File: src/rtl/cmp_event_monitor.sv
// cmp_event_monitor: consumes the magnitude comparator's result flags. It keeps
// saturating per-outcome counters, tracks the current run of identical outcomes,
// and raises an alarm that stays set until ack when a run reaches STREAK_TH.
// Optional: define CMP_ONEHOT_CHECK_EN to add a sticky 'illegal' output that
// flags non-one-hot samples.
module cmp_event_monitor #(
    parameter int unsigned CNT_W     = 8,
    parameter int unsigned STREAK_TH = 4,
    parameter int unsigned STK_W     = 4
) (
    input  logic             clk,
    input  logic             rst,
    input  logic             in_valid,
    input  logic             a_grater,
    input  logic             a_equal,
    input  logic             a_lesser,
    input  logic             clr,
    input  logic             ack,
    output logic [CNT_W-1:0] cnt_grater,
    output logic [CNT_W-1:0] cnt_equal,
    output logic [CNT_W-1:0] cnt_lesser,
    output logic [1:0]       streak_type,
    output logic [STK_W-1:0] streak_len,
`ifdef CMP_ONEHOT_CHECK_EN
    output logic             illegal,
`endif
    output logic             alarm
);

    typedef enum logic [1:0] {
        S_IDLE,
        S_TRACK,
        S_ALARM,
        S_HOLD
    } state_t;

    localparam logic [CNT_W-1:0] CNT_MAX = '1;
    localparam logic [STK_W-1:0] STK_MAX = '1;
    localparam logic [STK_W-1:0] TH_V    = STK_W'(STREAK_TH);

    state_t           state_q, state_d;
    logic [CNT_W-1:0] cnt_grater_q, cnt_grater_d;
    logic [CNT_W-1:0] cnt_equal_q, cnt_equal_d;
    logic [CNT_W-1:0] cnt_lesser_q, cnt_lesser_d;
    logic [1:0]       streak_type_q, streak_type_d;
    logic [STK_W-1:0] streak_len_q, streak_len_d;
    logic             alarm_q, alarm_d;

    logic [2:0]       flags;
    logic             onehot;
    logic             accept;
    logic             same_type;
    logic [1:0]       sample_type;

    // Decode the comparator flags into an outcome code and an acceptance strobe
    always_comb begin
        flags       = {a_grater, a_equal, a_lesser};
        onehot      = 1'b0;
        sample_type = 2'b00;
        case (flags)
            3'b100: begin onehot = 1'b1; sample_type = 2'b01; end
            3'b010: begin onehot = 1'b1; sample_type = 2'b10; end
            3'b001: begin onehot = 1'b1; sample_type = 2'b11; end
            default: begin onehot = 1'b0; sample_type = 2'b00; end
        endcase
        accept    = in_valid && onehot;
        same_type = (sample_type == streak_type_q);
    end

    // Next-state logic: counters, streak tracking and alarm FSM; clr dominates
    always_comb begin
        state_d       = state_q;
        cnt_grater_d  = cnt_grater_q;
        cnt_equal_d   = cnt_equal_q;
        cnt_lesser_d  = cnt_lesser_q;
        streak_type_d = streak_type_q;
        streak_len_d  = streak_len_q;

        if (clr) begin
            state_d       = S_IDLE;
            cnt_grater_d  = '0;
            cnt_equal_d   = '0;
            cnt_lesser_d  = '0;
            streak_type_d = 2'b00;
            streak_len_d  = '0;
        end else begin
            if (accept) begin
                case (sample_type)
                    2'b01:   if (cnt_grater_q != CNT_MAX) cnt_grater_d = cnt_grater_q + 1'b1;
                    2'b10:   if (cnt_equal_q  != CNT_MAX) cnt_equal_d  = cnt_equal_q  + 1'b1;
                    default: if (cnt_lesser_q != CNT_MAX) cnt_lesser_d = cnt_lesser_q + 1'b1;
                endcase
                if (same_type) begin
                    if (streak_len_q != STK_MAX) streak_len_d = streak_len_q + 1'b1;
                end else begin
                    streak_type_d = sample_type;
                    streak_len_d  = STK_W'(1);
                end
            end

            case (state_q)
                S_IDLE:  if (accept) state_d = S_TRACK;
                S_TRACK: if (accept && streak_len_d == TH_V) state_d = S_ALARM;
                // A type change arriving together with ack starts a fresh run
                S_ALARM: if (ack) state_d = (accept && !same_type) ? S_TRACK : S_HOLD;
                S_HOLD:  if (accept && !same_type) state_d = S_TRACK;
                default: state_d = S_IDLE;
            endcase
        end

        alarm_d = (state_d == S_ALARM);
    end

    // State and output registers
    always_ff @(posedge clk or posedge rst) begin
        if (rst) begin
            state_q       <= S_IDLE;
            cnt_grater_q  <= '0;
            cnt_equal_q   <= '0;
            cnt_lesser_q  <= '0;
            streak_type_q <= 2'b00;
            streak_len_q  <= '0;
            alarm_q       <= 1'b0;
        end else begin
            state_q       <= state_d;
            cnt_grater_q  <= cnt_grater_d;
            cnt_equal_q   <= cnt_equal_d;
            cnt_lesser_q  <= cnt_lesser_d;
            streak_type_q <= streak_type_d;
            streak_len_q  <= streak_len_d;
            alarm_q       <= alarm_d;
        end
    end

    assign cnt_grater  = cnt_grater_q;
    assign cnt_equal   = cnt_equal_q;
    assign cnt_lesser  = cnt_lesser_q;
    assign streak_type = streak_type_q;
    assign streak_len  = streak_len_q;
    assign alarm       = alarm_q;

`ifdef CMP_ONEHOT_CHECK_EN
    logic illegal_q, illegal_d;

    // Sticky flag for any valid non-one-hot sample; only rst/clr clear it
    always_comb begin
        illegal_d = illegal_q;
        if (clr) illegal_d = 1'b0;
        else if (in_valid && !onehot) illegal_d = 1'b1;
    end

    // Illegal-sample flag register
    always_ff @(posedge clk or posedge rst) begin
        if (rst) illegal_q <= 1'b0;
        else     illegal_q <= illegal_d;
    end

    assign illegal = illegal_q;
`endif

endmodule

File: config.mk
export PLATFORM = sky130hd
export DESIGN_NAME = cmp_event_monitor
export DESIGN_NICKNAME = d
export VERILOG_FILES = /design/src/rtl/cmp_event_monitor.sv
export SDC_FILE = /design/constraint.sdc
export NUM_CORES = 1
export LEC_CHECK = 0
export CORE_MARGIN = 4
export CORE_UTILIZATION = 40
export DETAILED_ROUTE_END_ITERATION = 12
export PLACE_DENSITY_LB_ADDON = 0.1
export SLEW_MARGIN = 20
export SYNTH_ARGS = -nofsm -noshare
export SYNTH_HDL_FRONTEND = slang
export SYNTH_SLANG_ARGS = --single-unit
File: constraint.sdc
create_clock -name clk -period 1.93 [get_ports clk]
set_input_delay 0.386 -clock clk [delete_from_list [all_inputs] [get_ports clk]]
set_output_delay 0.386 -clock clk [all_outputs]
set_load 0.005 [all_outputs]
; ---- After elaboration in Yosys (flattened, before gate mapping)
; Index checks and enable logic that the tools add are counted.
[word_totals]
regBits = 33
out_inout_bits = 31
word_cells = 74
[classes]
n_reduce_logical = 17
muxes = 29
eq_ne = 17
add_sub_neg = 4
[ops]
columns = cell, n
row1 = 8-bit two-way mux, 12
row2 = 8-bit by 1-bit adder with 8-bit output (second input constant), 3
row3 = 8-bit inequality test (second input constant), 3
row4 = 4-bit two-way mux, 5
row5 = 2-bit two-way mux, 9
row6 = 2-bit nonzero test, 6
row7 = 3-bit AND reduction, 3
row8 = 2-bit equality test (second input constant), 4
row9 = 2-bit case mux with 4 select lines, 1
row10 = 2-bit case mux with 3 select lines, 1
row11 = 4-bit by 1-bit adder with 4-bit output (second input constant), 1
row12 = 2-bit by 1-bit equality test with 1-bit output (second input constant), 2
row13 = 4-bit by 3-bit equality test with 1-bit output (second input constant), 1
row14 = 4-bit inequality test (second input constant), 1
row15 = 3-bit by 1-bit equality test with 1-bit output (second input constant), 1
row16 = 3-bit by 2-bit equality test with 1-bit output (second input constant), 1
row17 = 3-bit equality test (second input constant), 1
row18 = 1-bit logical AND, 3
row19 = 3-bit OR reduction, 1
row20 = 2-bit equality test, 1
row21 = 2-bit logical NOT, 1
row22 = 2-bit by 1-bit inequality test with 1-bit output (second input constant), 1
row23 = 2-bit inequality test (second input constant), 1
row24 = 2-bit AND reduction, 1
row25 = other kinds (3), 3

; ---- Longest topological paths before layout
[depth]
word_depth = 12
mapped_depth = 9

; ---- Worst setup path before layout
; No wires, ideal clock.
[synth_path]
path_kind = input to register
start = in a_equal
end = reg cnt_lesser_q[1], in the netlist cnt_lesser[1]
path_stages = 8
n_path_buf = 1
arrival_time_ns = 1.891
setup_slack_ns = -0.093
cell_sequence = clkbuf_8 xnor2_1 or2_2 ha_1 inv_1 nor3_1 mux2i_1 nor2_1
[synth_between]
elab_chain_len = 6
elab_cells_between_ends = 13
[synth_lines]
columns = item, line
row1 = start: declaration, 15  ; input logic a_equal,
row2 = "3-bit by 1-bit equality test with 1-bit output, or another cell as far along", 60  ; case (flags)
row3 = 2-bit case mux with 3 select lines / 3-bit OR reduction (equally long branches), -
row4 = "2-bit equality test, or another cell as far along", 88  ; case (sample_type)
row5 = 2-bit OR reduction (no source line) / 1-bit logical AND (equally long branches), -
row6 = 2-bit by 1-bit inequality test with 1-bit output (no source line) / 2-bit nonzero test (equally long branches), -
row7 = 3-bit AND reduction (no source line) (*), -
row8 = end signal: assignment, 128  ; cnt_lesser_q <= cnt_lesser_d;
row9 = end: declaration, 44  ; logic [CNT_W-1:0] cnt_lesser_q, cnt_lesser_d;
; Every way passes the cells marked *; elsewhere a longest branch is shown, timed or not.
; A chain may end at the register's enable or synchronous reset.

; ---- Worst setup path in the final report
[layout_path]
start = in a_equal
end = reg cnt_equal_q[3], in the netlist cnt_equal[3]
[layout_between]
elab_chain_len = 6
elab_cells_between_ends = 11
[layout_lines]
columns = item, line
row1 = branches (longest 5 deep; another with 3-bit by 1-bit equality test with 1-bit output), -
row2 = 3-bit AND reduction (no source line) (*), -
row3 = end signal: assignment, 127  ; cnt_equal_q <= cnt_equal_d;
row4 = end: declaration, 43  ; logic [CNT_W-1:0] cnt_equal_q, cnt_equal_d;
; Every way passes the cells marked *.

==> impl_metrics.csv <==
group,metric,value,unit
synth,synth_seq_cells,33,
timing,hold-worst-slack,484,ps
critical_path,cp_max_fo,5,
placed_design,gp_congestion,0.857,
power_and_ir_drop,powerDensity,530,nW/um^2
routing,vias_per_cell,5.11,
critical_path,start_kind,"input port",
cells_and_area,antenna_cells,0,
cells_and_area,fin_nets,297,
timing,hold_viol_final,0,
floorplan,num_rows,25,
timing,fin_ws,150,ps
synth,synthArstFlopShare,1.00,
cells_and_area,fin_util,0.593,
timing,min_period,1780,ps
clocking,htree_levels,2,
power_and_ir_drop,swShare,0.275,
critical_path,cpMaxStageDelayCell,"dlygate4sd2_1",
grt,antenna_found_initial,0,
synth,synthTopCellsByArea,"dfrtp_1 41%, xnor2_1 10%, nor2_1 6.3%",
timing,period_share,0.922,
synth,synth_cell_types,48,
clocking,cts_root_buffer,"clkbuf_8",
outcome,status,"complete, no violations",
power_and_ir_drop,internal-power,0.00110,W
clocking,cts_max_path_buffers,2,
floorplan,io-pin-count,39,
run,cap_violations,0,
synth,ys_seq_area_frac,0.409,
power_and_ir_drop,peakVddDrop,0.342,mV
grt,grt_pass1_wl,8170,um
synth,synth-edff-count,0,
cells_and_area,filler_cell_count,451,
clocking,cts_buffers,5,
critical_path,max_stage_delay,260,ps
grt,grt_pass1_vias,1763,
timing,fin_skew,5.89,ps
power_and_ir_drop,clock_power_share,0.331,
floorplan,die_h,79.0,um
timing,rsz0062_at_grt,"no",
synth,synth_nets,232,
timing,maxSlewHeadroom,0.652,
placed_design,dp_slack,-669,ps
clocking,cts_sinks,33,
routing,wl_per_cell,13.4,um
grt,grt_max_degree,34,
critical_path,crit_chain,"dlygate4sd2_1 -> xnor2_1 -> or2_4 -> inv_1 -> ha_1 -> o31ai_2 -> buf_4 -> nor3_2 -> xnor2_1 -> nor2_1",
power_and_ir_drop,total_power,0.00151,W
cells_and_area,multi_input_area,1210,um^2
routing,routed_wl,4720,um
placed_design,dp_hpwl,3370,um
floorplan,dieArea,6240,um^2
power_and_ir_drop,power.leakage,1.11,nW
timing,drv_slew,0,
routing,ant_nets,0,
cells_and_area,layout-drive-gt1-share,0.239,
critical_path,crit_type,"input port to flip-flop",
critical_path,arrival,1940,ps
power_and_ir_drop,combPwrFrac,0.195,
synth,yosys_warnings,0,
clocking,clock_latency,280,ps
cells_and_area,seqCellArea,826,um^2
clocking,post_cts_buffers,0,
cells_and_area,area_growth,41.7,%
power_and_ir_drop,seq_power_share,0.474,
timing,tightestPinTransition,520,ps
routing,first_pass_iters,4,
clocking,cts.clk_slew.worst_paths,70,ps
synth,synth_ff_type,"dfrtp_1",
timing,max_freq,562,MHz
floorplan,fp.coreArea,4820,um^2
cells_and_area,fin_cells,351,
routing,drc,0,
critical_path,critical_path_required,2090,ps
synth,synthCells,218,
critical_path,critPathCaptureType,"flip-flop",
placed_design,dp.cells,343,
floorplan,start_util,0.419,
grt,grt-ovfl-total,0,
power_and_ir_drop,p_sw,0.000417,W
grt,grtUsageTotal,0.163,
hold_path,hold_class,"input port to async pin",
routing,drt-initial-drc-count,83,
routing,vias,1793,
critical_path,cpMostUsedCell,"xnor2_1",
synth,synth_top_area_cell,"dfrtp_1",
synth,synth_top_area_frac,0.409,
synth,avgSynthCellArea,9.25,um^2
synth,syn_area,2020,um^2
floorplan,die_w,79.0,um
clocking,cts_tree,"built",
placed_design,port_buffers,38,
timing,setup_viol,0,
==> cells by family (layout without fill, tap and decap cells) <==
kind of cell	Yosys count	count (layout)	synth area share
simple gates	103	103	0.258
flops	33	33	0.409
fa+ha+maj	6	6	0.0372
buf+inv	19	85	0.0502
compound gates	29	29	0.111
mux	4	4	0.0205
xor+xnor	24	24	0.114
==> Yosys cell counts (all sizes together), types with 3 or more instances <==
cell,n
mux2i,3
nor2,34
inv,8
ha,6
nor4,10
nor2b,3
a21oi,7
buf,5
nand4,4
nor3,12
nand2,13
dfrtp,33
nand3,11
xnor2,23
clkbuf,6
o21ai,7
==> cell type report <==
type	instances	area share
multi-input cells	166	0.425
flip-flops and latches	33	0.289
repair buffers	69	0.216
well taps	67	0.0293
clock buffers	5	0.0241
inverters	8	0.0105
clock inverters	3	0.00613
==> through the flow <==
stage | instance area, um^2 | setup TNS, ps
2_1_floorplan | 2040 | 0
3_3_place_gp | 2680 | -16810
3_5_place_dp | 2680 | -17370
4_1_cts | 2820 | 0
5_1_grt | 2860 | 0
6_report | 2860 | 0
==> critical path: cells and delay by family <==
| family | cells | cell delay, ps |
|---|---|---|
| xor gates and xnor gates | 2 | 290 |
| and+or+nand+nor | 3 | 490 |
| buffers and inverters | 3 | 520 |
| adders and majority gates | 1 | 150 |
| AOI/OAI and AO/OA | 1 | 100 |
==> final timing paths <==
check                                  start             to  slack [ps]  cells after the start
worst max register to register  cnt_equal[1]   cnt_equal[2]         210                      7
min in group clk                cnt_equal[7]   cnt_equal[7]         570                      2
max in group asynchronous                rst  cnt_lesser[5]        1140                      3
worst min register to register  cnt_equal[7]   cnt_equal[7]         570                      2
worst min-delay path                     rst  cnt_lesser[6]         480                      3
worst max-delay path                 a_equal   cnt_equal[3]         150                     10
==> layer usage <==
metal | wire length, um | vias to the layer above | global-route usage
met5 | 0 | - | 0
met4 | 47 | 0 | 0.0447
met3 | 249 | 4 | 0.0476
met2 | 2120 | 39 | 0.238
met1 | 2310 | 854 | 0.234
li1 | - | 896 | -
==> power groups by stage <==
stage               Combinational, W  Clock (W)  Sequential, W
floorplan                   0.000156          0       0.000733
global placement            0.000278          0       0.000731
detailed placement          0.000280          0       0.000731
CTS                         0.000293   0.000522       0.000718
global route                0.000328   0.000556       0.000720
finish                      0.000296   0.000501       0.000718
==> layout by cell type, fill, tap and decap left out, drive strengths merged, types with 3 or more instances in the layout <==
master | Yosys | final
a21oi | 7 | 7
nor3 | 12 | 12
nand2 | 13 | 13
buf | 5 | 31
clkbuf | 6 | 7
mux2i | 3 | 3
inv | 8 | 8
nand4 | 4 | 4
nor2 | 34 | 34
nand3 | 11 | 11
dfrtp | 33 | 33
nor2b | 3 | 3
ha | 6 | 6
o21ai | 7 | 7
nor4 | 10 | 10
clkdlybuf4s50 | 0 | 35
xnor2 | 23 | 23
==> flip-flops by register name (all words and copies together), names as in the netlist <==
| name | count |
|---|---|
| alarm | 1 |
| cnt_equal | 8 |
| cnt_grater | 8 |
| cnt_lesser | 8 |
| state_q | 2 |
| streak_len | 4 |
| streak_type | 2 |
==> what timing repair did <==
item,CTS,global route
hold buffers,0,0
resized for setup,14,11
endpoints found under the setup margin,32,28
Note: power is estimated with default switching activity, not from simulation.
